### config.mk
export PLATFORM = sky130hd
export DESIGN_NAME = life_array_param_flat
export DESIGN_NICKNAME = d
export VERILOG_FILES = /design/src/rtl/life_array_param_if.sv /design/src/rtl/life_array_param.sv /design/src/flat_wrapper.sv
export SDC_FILE = /design/constraint.sdc
export NUM_CORES = 2
export LEC_CHECK = 0
export ABC_CLOCK_PERIOD_IN_PS = 4050
export BUFFER_PORTS_ARGS = -buffer_cell sky130_fd_sc_hd__clkbuf_2
export CORE_MARGIN = 3
export CORE_UTILIZATION = 55
export DETAILED_ROUTE_END_ITERATION = 10
export MAX_ROUTING_LAYER = met4
export PLACE_DENSITY = 0.84
export SLEW_MARGIN = 15
export SYNTH_ARGS = -nofsm -noshare
export SYNTH_HDL_FRONTEND = slang
export SYNTH_HIERARCHICAL = 1
export SYNTH_SLANG_ARGS = --single-unit
### constraint.sdc
create_clock -name clk -period 4.05 [get_ports clk]
set_input_delay 0.2025 -clock clk [delete_from_list [all_inputs] [get_ports clk]]
set_output_delay 0.2025 -clock clk [all_outputs]
set_load 0.01 [all_outputs]
### src/rtl/life_array_param_if.sv
// Host-side bundle for the Life array: row load/readback, stepping, the run
// sequencer controls and the status outputs.
interface life_array_param_if #(
    parameter int COLS   = 16,
    parameter int RSEL_W = 4,
    parameter int GEN_W  = 16
);
    logic [COLS-1:0]   vali;
    logic [RSEL_W-1:0] vali_selector;
    logic              write_enb;
    logic [RSEL_W-1:0] valo_selector;
    logic [COLS-1:0]   valo;
    logic [COLS-1:0]   valo_prev;
    logic              step;
    logic              run_start;
    logic [GEN_W-1:0]  run_count;
    logic              busy;
    logic [GEN_W-1:0]  generation;
    logic              stable;
    logic              extinct;

    modport master (
        output vali, vali_selector, write_enb, valo_selector, step, run_start, run_count,
        input  valo, valo_prev, busy, generation, stable, extinct
    );
    modport slave (
        input  vali, vali_selector, write_enb, valo_selector, step, run_start, run_count,
        output valo, valo_prev, busy, generation, stable, extinct
    );
endinterface

### src/rtl/life_array_param.sv
// ROWS x COLS Conway B3/S23 array with optional torus wrap, run-N sequencer,
// generation counter and still-life / extinction flags.
module life_cell (
    input  logic       cur_i,
    input  logic [7:0] nbr_i,
    output logic       nxt_o
);
    logic [3:0] cnt;

    always_comb begin
        cnt = '0;
        for (int k = 0; k < 8; k++) cnt = cnt + {3'b000, nbr_i[k]};
    end

    assign nxt_o = (cnt == 4'd3) | (cur_i & (cnt == 4'd2));
endmodule

module life_array_param #(
    parameter int ROWS   = 16,
    parameter int COLS   = 16,
    parameter int WRAP   = 0,
    parameter int GEN_W  = 16,
    parameter int RSEL_W = 4
) (
    input  logic            clk,
    input  logic            reset,
    life_array_param_if.slave host,
    input  logic [COLS-1:0] ni,
    input  logic [COLS-1:0] si,
    input  logic [ROWS-1:0] wi,
    input  logic [ROWS-1:0] ei,
    input  logic            nwi,
    input  logic            nei,
    input  logic            sei,
    input  logic            swi,
    output logic [COLS-1:0] no,
    output logic [COLS-1:0] so,
    output logic [ROWS-1:0] wo,
    output logic [ROWS-1:0] eo,
    output logic            nwo,
    output logic            neo,
    output logic            seo,
    output logic            swo
);
    localparam logic [RSEL_W:0] ROWS_L = (RSEL_W+1)'(ROWS);

    typedef enum logic {S_IDLE, S_RUN} state_t;

    logic [ROWS-1:0][COLS-1:0]     grid_q, prev_q, nxt;
    logic [ROWS+1:0][COLS+1:0]     ext;
    logic [GEN_W-1:0]              gen_q, rem_q, rem_d;
    logic                          stable_q;
    state_t                        state_q, state_d;
    logic                          adv, start_ok, wr_ok, rd_ok;

    assign start_ok = host.run_start && (host.run_count != '0);
    assign wr_ok    = {1'b0, host.vali_selector} < ROWS_L;
    assign rd_ok    = {1'b0, host.valo_selector} < ROWS_L;

    // Grid surrounded by a one-cell halo; the halo is either the edge ports
    // or the opposite side of the grid.
    always_comb begin
        ext = '0;
        for (int r = 0; r < ROWS; r++)
            for (int c = 0; c < COLS; c++) ext[r+1][c+1] = grid_q[r][c];
        if (WRAP != 0) begin
            for (int c = 0; c < COLS; c++) begin
                ext[0][c+1]      = grid_q[ROWS-1][c];
                ext[ROWS+1][c+1] = grid_q[0][c];
            end
            for (int r = 0; r < ROWS; r++) begin
                ext[r+1][0]      = grid_q[r][COLS-1];
                ext[r+1][COLS+1] = grid_q[r][0];
            end
            ext[0][0]           = grid_q[ROWS-1][COLS-1];
            ext[0][COLS+1]      = grid_q[ROWS-1][0];
            ext[ROWS+1][COLS+1] = grid_q[0][0];
            ext[ROWS+1][0]      = grid_q[0][COLS-1];
        end else begin
            for (int c = 0; c < COLS; c++) begin
                ext[0][c+1]      = ni[c];
                ext[ROWS+1][c+1] = si[c];
            end
            for (int r = 0; r < ROWS; r++) begin
                ext[r+1][0]      = wi[r];
                ext[r+1][COLS+1] = ei[r];
            end
            ext[0][0]           = nwi;
            ext[0][COLS+1]      = nei;
            ext[ROWS+1][COLS+1] = sei;
            ext[ROWS+1][0]      = swi;
        end
    end

    for (genvar r = 0; r < ROWS; r++) begin : g_row
        for (genvar c = 0; c < COLS; c++) begin : g_col
            life_cell u_cell (
                .cur_i (grid_q[r][c]),
                .nbr_i ({ext[r][c],   ext[r][c+1],   ext[r][c+2],
                         ext[r+1][c],                ext[r+1][c+2],
                         ext[r+2][c], ext[r+2][c+1], ext[r+2][c+2]}),
                .nxt_o (nxt[r][c])
            );
        end
    end

    always_ff @(posedge clk or negedge reset) begin
        if (!reset) begin
            state_q <= S_IDLE;
            rem_q   <= '0;
        end else begin
            state_q <= state_d;
            rem_q   <= rem_d;
        end
    end

    // A write stalls a run for one cycle without consuming a generation.
    always_comb begin
        state_d = state_q;
        rem_d   = rem_q;
        case (state_q)
            S_IDLE: if (start_ok) begin
                state_d = S_RUN;
                rem_d   = host.run_count;
            end
            S_RUN: if (!host.write_enb) begin
                rem_d = rem_q - 1'b1;
                if (rem_q == GEN_W'(1)) state_d = S_IDLE;
            end
            default: state_d = S_IDLE;
        endcase
    end

    always_comb begin
        adv = 1'b0;
        case (state_q)
            S_IDLE:  adv = host.step && !host.write_enb && !host.run_start;
            S_RUN:   adv = !host.write_enb;
            default: adv = 1'b0;
        endcase
    end

    always_ff @(posedge clk or negedge reset) begin
        if (!reset) begin
            grid_q   <= '0;
            prev_q   <= '0;
            gen_q    <= '0;
            stable_q <= 1'b0;
        end else if (host.write_enb) begin
            if (wr_ok) grid_q[host.vali_selector] <= host.vali;
            stable_q <= 1'b0;
        end else if (adv) begin
            prev_q   <= grid_q;
            grid_q   <= nxt;
            gen_q    <= gen_q + 1'b1;
            stable_q <= (nxt == grid_q);
        end
    end

    assign host.valo       = rd_ok ? grid_q[host.valo_selector] : '0;
    assign host.valo_prev  = rd_ok ? prev_q[host.valo_selector] : '0;
    assign host.busy       = (state_q == S_RUN);
    assign host.generation = gen_q;
    assign host.stable     = stable_q;
    assign host.extinct    = ~|grid_q;

    assign no  = grid_q[0];
    assign so  = grid_q[ROWS-1];
    always_comb begin
        wo = '0;
        eo = '0;
        for (int r = 0; r < ROWS; r++) begin
            wo[r] = grid_q[r][0];
            eo[r] = grid_q[r][COLS-1];
        end
    end
    assign nwo = grid_q[0][0];
    assign neo = grid_q[0][COLS-1];
    assign seo = grid_q[ROWS-1][COLS-1];
    assign swo = grid_q[ROWS-1][0];
endmodule

### src/flat_wrapper.sv
// flat-port wrapper written by rule: the top's interface ports become plain ports
module life_array_param_flat 
#(
    parameter int ROWS   = 16,
    parameter int COLS   = 16,
    parameter int WRAP   = 0,
    parameter int GEN_W  = 16,
    parameter int RSEL_W = 4
)
  (clk, reset, ni, si, wi, ei, nwi, nei, sei, swi, no, so, wo, eo, nwo, neo, seo, swo, host_vali, host_vali_selector, host_write_enb, host_valo_selector, host_step, host_run_start, host_run_count, host_valo, host_valo_prev, host_busy, host_generation, host_stable, host_extinct);
  life_array_param_if #(.COLS(COLS), .RSEL_W(RSEL_W), .GEN_W(GEN_W)) host_i ();
  input  logic clk;
  input  logic reset;
  input  logic [COLS-1:0] ni;
  input  logic [COLS-1:0] si;
  input  logic [ROWS-1:0] wi;
  input  logic [ROWS-1:0] ei;
  input  logic nwi;
  input  logic nei;
  input  logic sei;
  input  logic swi;
  output logic [COLS-1:0] no;
  output logic [COLS-1:0] so;
  output logic [ROWS-1:0] wo;
  output logic [ROWS-1:0] eo;
  output logic nwo;
  output logic neo;
  output logic seo;
  output logic swo;
  input wire logic [$bits(host_i.vali)-1:0] host_vali;
  input wire logic [$bits(host_i.vali_selector)-1:0] host_vali_selector;
  input wire logic [$bits(host_i.write_enb)-1:0] host_write_enb;
  input wire logic [$bits(host_i.valo_selector)-1:0] host_valo_selector;
  input wire logic [$bits(host_i.step)-1:0] host_step;
  input wire logic [$bits(host_i.run_start)-1:0] host_run_start;
  input wire logic [$bits(host_i.run_count)-1:0] host_run_count;
  output wire logic [$bits(host_i.valo)-1:0] host_valo;
  output wire logic [$bits(host_i.valo_prev)-1:0] host_valo_prev;
  output wire logic [$bits(host_i.busy)-1:0] host_busy;
  output wire logic [$bits(host_i.generation)-1:0] host_generation;
  output wire logic [$bits(host_i.stable)-1:0] host_stable;
  output wire logic [$bits(host_i.extinct)-1:0] host_extinct;
  assign host_i.vali = host_vali;
  assign host_i.vali_selector = host_vali_selector;
  assign host_i.write_enb = host_write_enb;
  assign host_i.valo_selector = host_valo_selector;
  assign host_i.step = host_step;
  assign host_i.run_start = host_run_start;
  assign host_i.run_count = host_run_count;
  assign host_valo = host_i.valo;
  assign host_valo_prev = host_i.valo_prev;
  assign host_busy = host_i.busy;
  assign host_generation = host_i.generation;
  assign host_stable = host_i.stable;
  assign host_extinct = host_i.extinct;
  life_array_param #(.ROWS(ROWS), .COLS(COLS), .WRAP(WRAP), .GEN_W(GEN_W), .RSEL_W(RSEL_W)) u_core (.clk(clk), .reset(reset), .host(host_i), .ni(ni), .si(si), .wi(wi), .ei(ei), .nwi(nwi), .nei(nei), .sei(sei), .swi(swi), .no(no), .so(so), .wo(wo), .eo(eo), .nwo(nwo), .neo(neo), .seo(seo), .swo(swo));
endmodule
# Yosys cells after proc, flatten, opt, wreduce, memory -nomap -nowiden
# Index checks and enable logic that the tools add are counted.
# Widths: inputs -> output; s select.
# classes
n_mul	0
n_lt_le_gt_ge	3
add_sub_neg	1794
muxes	19
n_reduce_logical	12
bitwise	514
shift	0
eq_ne	516
div_mod_pow	0
# ops
cell	count
$add 4x1->4	1024
$eq 4x2->1 const B	512
$add 3x1->4	256
$add 2x1->3	256
$add 1x1->2	256
$mux 256	2
$and 1x1->1	256
$bwmux 256	1
$eq 256x256->1	1
$or 1x1->1	256
$reduce_or 256->1	1
$bmux 16 s4	2
$mux 16	5
$demux 16 s4	1
$pmux 16 s2	1
$add 16x1->16 const B	1
$eq 16x1->1 const B	1
$reduce_bool 16->1	1
$sub 16x1->16 const B	1
$lt 4x5->1 const B	2
$mux 1	5
$ge 4x1->1 const B	1
$logic_and 1x1->1	4
$pmux 1 s2	2
6 further kinds	10
# totals
ram_bits	0
rom_bits	0
mem_count	0
ff_bits	546
latchBits	0

# Longest topological paths before layout
# depth
ltp_word	13
mapped_depth	15
mapped_depth_nobuf	15

# By module
# Netlist, hierarchy kept.
# by_module_without_submodules
mod	area_each_um2	instances	seq_area_each_um2	cells_each
life_cell at u_core.g_row[0].g_col[0].u_cell ...	200.2	187	0.0	23
life_array_param	30386.6	1	13663.1	3391
life_cell at u_core.g_row[15].g_col[8].u_cell ...	185.2	69	0.0	23

# Worst setup path before layout
# Ideal clock, no wire load.
# synth_path
kind	register to register
startpoint	register u_core.grid_q (netlist bit u_core/ext[175])
endpoint	register u_core.stable_q, in the netlist u_core/host.stable
required_time_ns	3.967
synth_period_minus_slack_ns	4.193
stages_incl_launch_ff	16
n_path_buf	0
setup_ns	0.083
arrival_time_ns	4.110
path_slack_ns	-0.143
path_cell_list	dfrtp_1 > inv_1 > fa_1 > fa_1 > fa_1 > inv_1 > ha_1 > fa_1 > o211a_1 > a211oi_2 > xor2_1 > nor4_1 > nand4_1 > nor4_1 > nand4_1 > o21ai_0
# synth_rtl
element	line_no	rtl
from (decl)	life_array_param.sv:49	logic [ROWS-1:0][COLS-1:0] grid_q, prev_q, nxt;
from (signal, indexed assignment)	life_array_param.sv:150	if (wr_ok) grid_q[host.vali_selector] <= host.vali;
from (signal assigned)	life_array_param.sv:154	grid_q <= nxt;
to (signal assigned)	life_array_param.sv:156	stable_q <= (nxt == grid_q);
to (decl)	life_array_param.sv:52	logic stable_q;

==> flow_summary_export.csv <==
group,metric,value,unit
clocking,h-tree-depth,3,
clocking,cts.sinks,546,
logic_synthesis,synthDistinctLibCells,56,
die,ios,232,
die,dieArea,0.151,mm²
logic_synthesis,yosysSeqAreaShare,17.0,%
routing,drt-total-wl,299000,µm
sta,final.setup_skew,0.0289,ns
clocking,insertion_delay,0.67,ns
critical_path,startpoint_type,"flip-flop",
grt,grt_usage,40.0,%
finish,areaGrowthSynthToFinish,18.3,%
finish,nFillCells,10500,
sta,report.final.slew_viol_count,0,
sta,rsz0062_at_grt,"yes",
routing,via_count,73800,
die,rows,139,
place,port_buffers,231,
grt,grt_max_degree,138,
run_status,status,"complete, but fails checks",
logic_synthesis,synth-edff-count,0,
routing,dr.first_iter.drc_count,9334,
clocking,cts_buffers,71,
routing,post-route-drc-count,0,
job,drv_cap,0,
die,die_y,389,µm
critical_path,path_max_fanout,12,
critical_path,cp.arrival,5.38,ns
logic_synthesis,ys_warn_count,6,
finish,drive_above_1_share,19.6,%
routing,wl_per_cell,24.3,µm
finish,nNetsFinal,12200,
place,place_hpwl,226000,µm
grt,gr-total-overflow,0,
clocking,cts_tree,"done",
die,core_area,0.145,mm²
sta,finalCritPeriodShare,118,%
logic_synthesis,synthFlopType,"dfrtp_1",
clocking,cts.clk_slew.worst_paths,0.06,ns
die,die_x,389,µm
sta,setup-violations-final,1,
critical_path,criticalPathCategory,"reg -> reg",
sta,tightest_slew,1.08,ns
clocking,cts-root-buf,"clkbuf_16",
run_status,violations,"negative setup slack",
grt,antenna_found_initial,33,
critical_path,cp.required,4.65,ns
place,placed_cells,12100,
sta,finalHoldViolations,0,
place,gp_congestion,1.04,
clocking,clockBufferDepth,3,
routing,firstDrtPassIters,9,
logic_synthesis,synthArstFlopShare,100,%
logic_synthesis,syn_area,0.0806,mm²
finish,stdcell_count,12300,
sta,relSlewSlack,28.2,%
sta,setup_ws,-0.730,ns
grt,grt_pass1_wl,448000,µm
critical_path,critPathCaptureType,"flip-flop",
grt,grt_pass1_vias,77300,
logic_synthesis,synth_nets,11200,
critical_path,reg2regPathDepth,17,
logic_synthesis,synth_cells,9279,
worst_hold_path,hold_path_depth,4,
logic_synthesis,ys_ff_latch,546,
routing,antenna_left,0,
logic_synthesis,avgSynthCellArea,8.69,µm²
routing,viasPerCell,6.00,
sta,clock.fmax,209,MHz
worst_hold_path,hold_class,"in -> reg",
die,initial_core_util,55.8,%
sta,fin_crit,4.78,ns
synth_stat cells, drive strengths merged, types with 131 or more instances:
master,number,area share (%)
ha,771,12
inv,2822,13
xor2,217,2.4
nor2,278,1.3
nand3b,188,1.8
clkbuf,159,0.74
fa,1024,25
a21oi,412,2.6
nand2,1073,5.0
o21ai,525,3.3
nor4,131,1.0
mux4,160,4.5
o211a,187,2.3
dfrtp,546,17
a211oi,188,2.9
or2,256,2.0
per-layer routing:
metal	wire (µm)	GRT usage, %	up-vias
li1	-	-	30600
met1	103000	47.7	36400
met5	0	-	-
met4	24600	26.7	0
met2	128000	57.2	5332
met3	43600	14.2	1457
kinds of logic (layout without fill, tap and decap cells):
logic type | after synthesis | count (layout) | synth area share [%]
mux | 163 | 163 | 4.51
fa+ha+maj | 1795 | 1795 | 37.4
buf+inv | 3091 | 4187 | 14.8
compound gates | 1332 | 1332 | 11.2
xor+xnor | 269 | 269 | 2.92
flops | 546 | 546 | 17.0
other cells | 0 | 29 | 0
simple gates | 2083 | 2083 | 12.2
sequential cells by signal (all words and copies together), names as in the netlist:
| signal | count |
|---|---|
| u_core/host.busy | 1 |
| u_core/wo | 14 |
| u_core/ext | 196 |
| u_core/host.generation | 16 |
| u_core/so | 16 |
| u_core/rem_q | 16 |
| u_core/prev_q | 256 |
| u_core/host.stable | 1 |
| u_core/no | 16 |
| u_core/eo | 14 |
final timing paths:
path,to,from,slack [ns]
worst max-delay path,u_core/host.stable,u_core/ext[282],-0.73
worst min-delay path,u_core/rem_q[13],host_run_count[13],0.09
worst max register to register,u_core/host.stable,u_core/ext[282],-0.73
worst min register to register,u_core/host.generation[15],u_core/host.generation[15],0.47
max in group asynchronous,u_core/ext[164],reset,2.55
min in group asynchronous,u_core/prev_q[15],reset,0.21
metrics by stage:
stage               util [%]  instance area, µm²  setup slack, ns  TNS, ns  hold slack [ns]
global route            66.0               95400           -0.762   -0.763           0.0808
floorplan                  -               80800          0.00416        0          -0.0931
CTS                     64.8               93600           -0.551   -0.551           0.0317
detailed placement      62.6               90400           -0.815   -0.815            0.363
global placement        62.6               90400           -0.736   -0.736            0.363
finish                  66.0               95400           -0.730   -0.730           0.0900
worst max-delay path, cell delays in order, from the launching register on:
cell,delay (ns)
dfrtp_2,0.36
buf_4,0.12
buf_8,0.18
inv_1,0.10
fa_1,0.55
fa_1,0.46
fa_1,0.54
inv_1,0.08
ha_1,0.22
fa_2,0.54
o21ai_1,0.11
a211oi_4,0.33
xor2_2,0.20
nor4_4,0.28
nand4_1,0.16
nor3_2,0.19
nand4_1,0.12
o21ai_1,0.17
cells in the final DEF (no fill, tap or decap), drive strengths merged, types with 2 or more instances in the layout:
master / Yosys / layout
ha: 771 / 771
nor2b: 4 / 4
fa: 1024 / 1024
nor2: 278 / 278
inv: 2822 / 2824
o21ai: 525 / 525
xor2: 217 / 217
a21oi: 412 / 412
o221a: 2 / 2
dlygate4sd3: 0 / 16
nand4: 44 / 44
buf: 109 / 990
nand2b: 2 / 2
o22ai: 8 / 8
a211oi: 188 / 188
mux4: 160 / 160
diode: 0 / 29
a41o: 2 / 2
nand2: 1073 / 1073
dfrtp: 546 / 546
xnor2: 52 / 52
or4: 3 / 3
clkbuf: 159 / 334
nand3: 86 / 86
mux2i: 3 / 3
bufinv: 0 / 7
nor3b: 2 / 2
or2: 256 / 256
nor3: 6 / 6
o211a: 187 / 187
nand3b: 188 / 188
and2: 3 / 3
and3: 4 / 4
nor4: 131 / 131
clkinv: 0 / 14
what timing repair did:
item                       in CTS  in global routing
hold endpoints to repair      104                  0
gates resized for setup        87                255
pin swaps                      35                122
buffers inserted                8                 48
setup endpoints to repair       2                  3
hold buffers                   16                  0
final cells by class:
class / count / area (µm²) / area share, %
multi-input combinational: 5642 / 56800 / 59.5
sequential: 546 / 13800 / 14.5
inverter: 2822 / 10600 / 11.1
timing repair buffer: 1234 / 9280 / 9.73
tap: 1903 / 2380 / 2.50
clock buffer: 107 / 2110 / 2.21
clock inverter: 24 / 313 / 0.328
antenna: 29 / 72.6 / 0.0761
Power is not shown: default switching activity piles up to over one toggle a cycle in this logic, so the estimate is an artifact.
